`src/rtl/mult_div_unit.sv`:
```
// mult_div_unit: iterative signed 32x32 multiplier (radix-2 Booth) and
// 32/32 restoring divider feeding the HI/LO registers.
// Ports: clock, reset (async, active-high); start_mult/start_div requests
// with operands a/b; hi/lo results; busy, done and div_zero status pulses.
// Optional macro MULT_DIV_ZERO_DETECT_EN: short-circuit divide by zero.
module mult_div_unit (
  input  logic        clock,
  input  logic        reset,
  input  logic        start_mult,
  input  logic        start_div,
  input  logic [31:0] a,
  input  logic [31:0] b,
  output logic [31:0] hi,
  output logic [31:0] lo,
  output logic        busy,
  output logic        done,
  output logic        div_zero
);

  typedef enum logic [1:0] {
    IDLE     = 2'd0,
    MULT_RUN = 2'd1,
    DIV_RUN  = 2'd2,
    FINISH   = 2'd3
  } state_t;

  state_t      state_q, state_d;
  logic [4:0]  cnt_q, cnt_d;
  logic [64:0] work_q, work_d;
  logic [31:0] opnd_q, opnd_d;
  logic        is_div_q, is_div_d;
  logic        qneg_q, qneg_d;
  logic        rneg_q, rneg_d;
  logic [31:0] hi_q, hi_d;
  logic [31:0] lo_q, lo_d;
  logic        busy_q, busy_d;
  logic        done_q, done_d;
`ifdef MULT_DIV_ZERO_DETECT_EN
  logic        dz_q, dz_d;
  logic        div_zero_q, div_zero_d;
`endif

  logic [31:0] a_mag, b_mag;
  logic [32:0] acc_ext, mcand_ext, booth_sum;
  logic [63:0] div_sh;
  logic [32:0] div_diff;
  logic        div_ok;
  logic [31:0] q_fin, r_fin;

  assign a_mag = a[31] ? -a : a;
  assign b_mag = b[31] ? -b : b;

  // Booth sum kept at 33 bits so subtracting the most negative
  // multiplicand cannot overflow; the shift drops it back to 32.
  assign acc_ext   = {work_q[64], work_q[64:33]};
  assign mcand_ext = {opnd_q[31], opnd_q};

  always_comb begin
    booth_sum = acc_ext;
    unique case (work_q[1:0])
      2'b01:   booth_sum = acc_ext + mcand_ext;
      2'b10:   booth_sum = acc_ext - mcand_ext;
      default: booth_sum = acc_ext;
    endcase
  end

  assign div_sh   = {work_q[62:0], 1'b0};
  assign div_diff = {1'b0, div_sh[63:32]} - {1'b0, opnd_q};
  assign div_ok   = ~div_diff[32];

  assign q_fin = qneg_q ? -work_q[31:0]  : work_q[31:0];
  assign r_fin = rneg_q ? -work_q[63:32] : work_q[63:32];

  always_comb begin
    state_d  = state_q;
    cnt_d    = cnt_q;
    work_d   = work_q;
    opnd_d   = opnd_q;
    is_div_d = is_div_q;
    qneg_d   = qneg_q;
    rneg_d   = rneg_q;
    hi_d     = hi_q;
    lo_d     = lo_q;
    done_d   = 1'b0;
`ifdef MULT_DIV_ZERO_DETECT_EN
    dz_d       = 1'b0;
    div_zero_d = 1'b0;
`endif
    unique case (state_q)
      IDLE: begin
        if (start_mult) begin
          state_d  = MULT_RUN;
          cnt_d    = 5'd31;
          opnd_d   = a;
          work_d   = {32'd0, b, 1'b0};
          is_div_d = 1'b0;
          qneg_d   = 1'b0;
          rneg_d   = 1'b0;
        end else if (start_div) begin
          state_d  = DIV_RUN;
          cnt_d    = 5'd31;
          opnd_d   = b_mag;
          work_d   = {33'd0, a_mag};
          is_div_d = 1'b1;
          qneg_d   = a[31] ^ b[31];
          rneg_d   = a[31];
`ifdef MULT_DIV_ZERO_DETECT_EN
          if (b == 32'd0) begin
            state_d = FINISH;
            dz_d    = 1'b1;
          end
`endif
        end
      end
      MULT_RUN: begin
        work_d = {booth_sum, work_q[32:1]};
        cnt_d  = cnt_q - 5'd1;
        if (cnt_q == 5'd0) state_d = FINISH;
      end
      DIV_RUN: begin
        work_d = {1'b0,
                  div_ok ? div_diff[31:0] : div_sh[63:32],
                  div_sh[31:1], div_ok};
        cnt_d  = cnt_q - 5'd1;
        if (cnt_q == 5'd0) state_d = FINISH;
      end
      FINISH: begin
        state_d = IDLE;
        done_d  = 1'b1;
`ifdef MULT_DIV_ZERO_DETECT_EN
        if (dz_q) begin
          div_zero_d = 1'b1;
        end else
`endif
        if (is_div_q) begin
          hi_d = r_fin;
          lo_d = q_fin;
        end else begin
          hi_d = work_q[64:33];
          lo_d = work_q[32:1];
        end
      end
      default: state_d = IDLE;
    endcase
    busy_d = (state_d != IDLE);
  end

  always_ff @(posedge clock or posedge reset) begin
    if (reset) begin
      state_q  <= IDLE;
      cnt_q    <= 5'd0;
      work_q   <= 65'd0;
      opnd_q   <= 32'd0;
      is_div_q <= 1'b0;
      qneg_q   <= 1'b0;
      rneg_q   <= 1'b0;
      hi_q     <= 32'd0;
      lo_q     <= 32'd0;
      busy_q   <= 1'b0;
      done_q   <= 1'b0;
`ifdef MULT_DIV_ZERO_DETECT_EN
      dz_q       <= 1'b0;
      div_zero_q <= 1'b0;
`endif
    end else begin
      state_q  <= state_d;
      cnt_q    <= cnt_d;
      work_q   <= work_d;
      opnd_q   <= opnd_d;
      is_div_q <= is_div_d;
      qneg_q   <= qneg_d;
      rneg_q   <= rneg_d;
      hi_q     <= hi_d;
      lo_q     <= lo_d;
      busy_q   <= busy_d;
      done_q   <= done_d;
`ifdef MULT_DIV_ZERO_DETECT_EN
      dz_q       <= dz_d;
      div_zero_q <= div_zero_d;
`endif
    end
  end

  assign hi   = hi_q;
  assign lo   = lo_q;
  assign busy = busy_q;
  assign done = done_q;
`ifdef MULT_DIV_ZERO_DETECT_EN
  assign div_zero = div_zero_q;
`else
  assign div_zero = 1'b0;
`endif

endmodule

```
`config.mk`:
```
export PLATFORM = sky130hd
export DESIGN_NAME = mult_div_unit
export DESIGN_NICKNAME = d
export VERILOG_FILES = /design/src/rtl/mult_div_unit.sv
export SDC_FILE = /design/constraint.sdc
export NUM_CORES = 1
export LEC_CHECK = 0
export BUFFER_PORTS_ARGS = -buffer_cell sky130_fd_sc_hd__buf_2
export CAP_MARGIN = 25
export CORE_MARGIN = 1.5
export CORE_UTILIZATION = 40
export DETAILED_ROUTE_END_ITERATION = 6
export PLACE_DENSITY = 0.62
export SETUP_SLACK_MARGIN = 0.5
export SLEW_MARGIN = 20
export SYNTH_ARGS = -nofsm -noshare
export SYNTH_HDL_FRONTEND = slang
export SYNTH_SLANG_ARGS = --single-unit
```
`constraint.sdc`:
```
create_clock -name clock -period 7.2 [get_ports clock]
set_input_delay 1.44 -clock clock [delete_from_list [all_inputs] [get_ports clock]]
set_output_delay 1.44 -clock clock [all_outputs]
set_load 0.01 [all_outputs]
```
==> summary.txt <==
Outcome
  – Outcome: finished clean

Floorplanning
  – IO Count: 135
  – FP Rows: 72
  – Die extent in x: 201.1 µm
  – Initial Util: 40.61%
  – Die Y: 201.1 µm
  – Die area: 0.04044 mm²
  – Core Footprint: 0.03865 mm²

Layout
  – Register Area: 0.004333 mm²
  – Nets: 2,153
  – Final Non-Filler Cells: 2,539
  – Core Util, Final: 44.65%
  – Share of cells above drive strength 1: 13.32%
  – Filler cells: 3,866
  – Area occupied by multi-input gates: 0.01059 mm²
  – Area Growth Syn to Fin: 9.941%

Synth
  – Top cells by area, synth: dfrtp_1, xor2_1, ha_1, a21oi_1, nand2_1
  – Synth top area share: 27.58%
  – Multiplexer share of the synthesized area: 6.736%
  – Synth Instances: 1,982
  – Largest family of logic cells by synthesized area: compound AO/OA/AOI/OAI gates
  – Ys async rst share: 100.0%
  – Register area share after synthesis: 27.58%
  – Most used flip-flop cell after synthesis: dfrtp_1
  – Top cells by count, synth: nand2_1, nor2_1, a21oi_1
  – Post-Synth XOR/XNOR Area: 11.10%
  – Cell variety after synth: 76
  – Syn avg cell area: 7.919 µm²
  – Adder-cell share of the synthesized area: 6.313%
  – Count leader, synth: nand2_1
  – Seq cells post-synth: 173
  – Syn_nets: 2,128
  – Synthesis Warnings: 0
  – Area leader, netlist: dfrtp_1
  – Synthesized cell area: 0.01570 mm²
  – Number of flops mapped to enable cells by yosys: 0
  – Post-synthesis compound-gate area fraction: 25.79%
  – Synthesized-area fraction occupied by and/or/nand/nor cells: 17.15%

GRT
  – Met3 Track Usage GR: 4.616%
  – Routing usage on met1: 34.50%
  – First-pass GRT wire length: 82,430 µm
  – Global-route usage over all layers: 25.95%
  – Initial antenna violation count: 8
  – Most used routing layer: met2
  – Met2 global-route usage: 42.70%
  – Number of global-route vias before repair: 14,300
  – Gr ovfl total: 0
  – Pin count of the biggest net entering global routing: 97

Setup path
  – CP max stage delay: 0.56 ns
  – Worst-path maximum fanout: 7
  – Slowest cell on crit path: nor4_1
  – Crit path kind: reg2reg
  – CP Data Required Time: 7.55 ns
  – Worst Setup Start Kind: register
  – Worst setup EP type: register
  – Critical path cell sequence: nor4_1, and4_1, nand2_1, nor3_1, nor2_1, xnor2_1, ha_1, a21oi_1, nor2b_1, o21a_1, a2111oi_0, o21a_1, o21a_1, o21ai_1, and4_1, or3_1, a221o_1
  – Worst endpoint data arrival time: 5.11 ns
  – Reg-to-reg critical path startpoint: opnd_q[13]
  – Cell mode on critical path: o21a_1
  – Reg2Reg Depth: 17
  – CP Launch Point: opnd_q[13]

STA
  – TNS Setup: 0 ns
  – Slew margin rel.: 31.25%
  – Max Clock Skew: 0.01140 ns
  – Final Max Tran Viols: 0
  – Final min period: 4.757 ns
  – Final setup margin: 2.443 ns
  – Final Cycle Share: 66.07%
  – Endpoints failing hold: 0
  – Endpoints failing setup: 0
  – RSZ-0062 raised after global routing: no
  – Max Clock Freq: 210.2 MHz
  – Actual slew at the worst max-slew pin: 1.031 ns

CTS
  – Hold Buf Count CTS: 0
  – Clk_lat worst skew: 0.46 ns
  – Clock transition at the registers of the reported paths: 0.07 ns
  – Deepest clock path buffer count: 2
  – H-tree depth: 4
  – CTS tree: built
  – Clock root buffer: clkbuf_16
  – Clock Sink Count: 173
  – Setup bufs post-CTS: 0
  – Post-CTS Resized: 0
  – Total CTS buffers: 17

Placed design
  – Dpl hpwl: 39,840 µm
  – Post-place setup slack: 2.539 ns
  – # placed instances: 2,505
  – # port buffers: 133
  – Placer congestion estimate: 0.9623

Route
  – WL/cell: 20.78 µm
  – Antenna Nets Post-Route: 0
  – Pre-Repair DR Iteration Count: 6
  – DR vias/cell: 5.896
  – DRC: 0
  – Final WL: 52,770 µm
  – Vias post-DR: 14,970
  – 1st-iter DRT viols: 1,465

Min path
  – Worst min path class: reg2reg
  – Hold Crit Depth: 1
  – Hold_sp: lo[3]

Power
  – Power Density: 536.1 mW/mm²
  – Maximum VDD drop: 0.2437 mV
  – Overall power: 9251 µW
  – Static leakage: 0.007621 µW

Job
  – Max Cap Viol: 0
[metrics by stage]
step                      hold slack (ns)  instance area, µm²
final                              0.5032               17260
after global routing               0.5227               17250
after CTS                          0.5078               17230
after detailed placement           0.4897               16610
after global placement             0.4849               16610
after floorplan                    0.4621               15700
[final cells by class]
cell class	count	area share (%)
Antenna cell	2	0.02900
Clock buffer	18	2.545
Clock inverter	13	1.073
Inverter	64	1.421
Multi-Input combinational cell	1600	61.34
Sequential cell	173	25.11
Tap cell	518	3.756
Timing Repair Buffer	151	4.727
[sequential cells by signal (all words and copies together), names as in the netlist]
register / count
work_q: 65
lo: 32
state_q: 2
qneg_q: 1
rneg_q: 1
done: 1
busy: 1
is_div_q: 1
opnd_q: 32
hi: 32
cnt_q: 5
[per-layer routing]
metal,vias to the layer above,wire [µm]
li1,7188,-
met1,7181,23480
met2,506,24540
met3,83,3216
met4,12,1451
met5,-,83
[worst paths after layout]
kind / endpoint / slack, ns
max: work_q[64] / 2.44
min: lo[3] / 0.50
max reg2reg: work_q[64] / 2.44
min reg2reg: lo[3] / 0.50
max in group asynchronous: hi[8] / 4.84
min in group asynchronous: hi[9] / 1.10
[report_power, final]
part           leakage [µW]  switching, µW  internal (µW)
sequential          0.00216            693           1400
clock              0.000304            450            564
combinational       0.00516           3680           2460
[layout by cell type, fill, tap and decap left out, drive strengths merged, types with 46 or more instances in the layout]
cell type	instances
ha	76
xnor2	82
o21ai	201
a21oi	176
mux2i	46
nor2	179
dfrtp	173
mux2	53
inv	68
buf	151
xor2	117
nand2	222
[cells by family after synthesis]
family | after synthesis
AO/OA/AOI/OAI | 641
XOR/XNOR | 199
adder cells (fa/ha/maj) | 78
buffers and inverters | 209
flip-flops | 173
multiplexers | 99
other | 1
AND/OR/NAND/NOR | 582
[critical path, delay by kind of cell, from the launching register on]
family                     cells  cell delay, ns
AOI/OAI and AO/OA              7            1.69
xor gates and xnor gates       1            0.20
and+or+nand+nor                8            2.00
DFF                            1            0.42
adders and majority gates      1            0.35
Power figures use the tool's default switching activity.
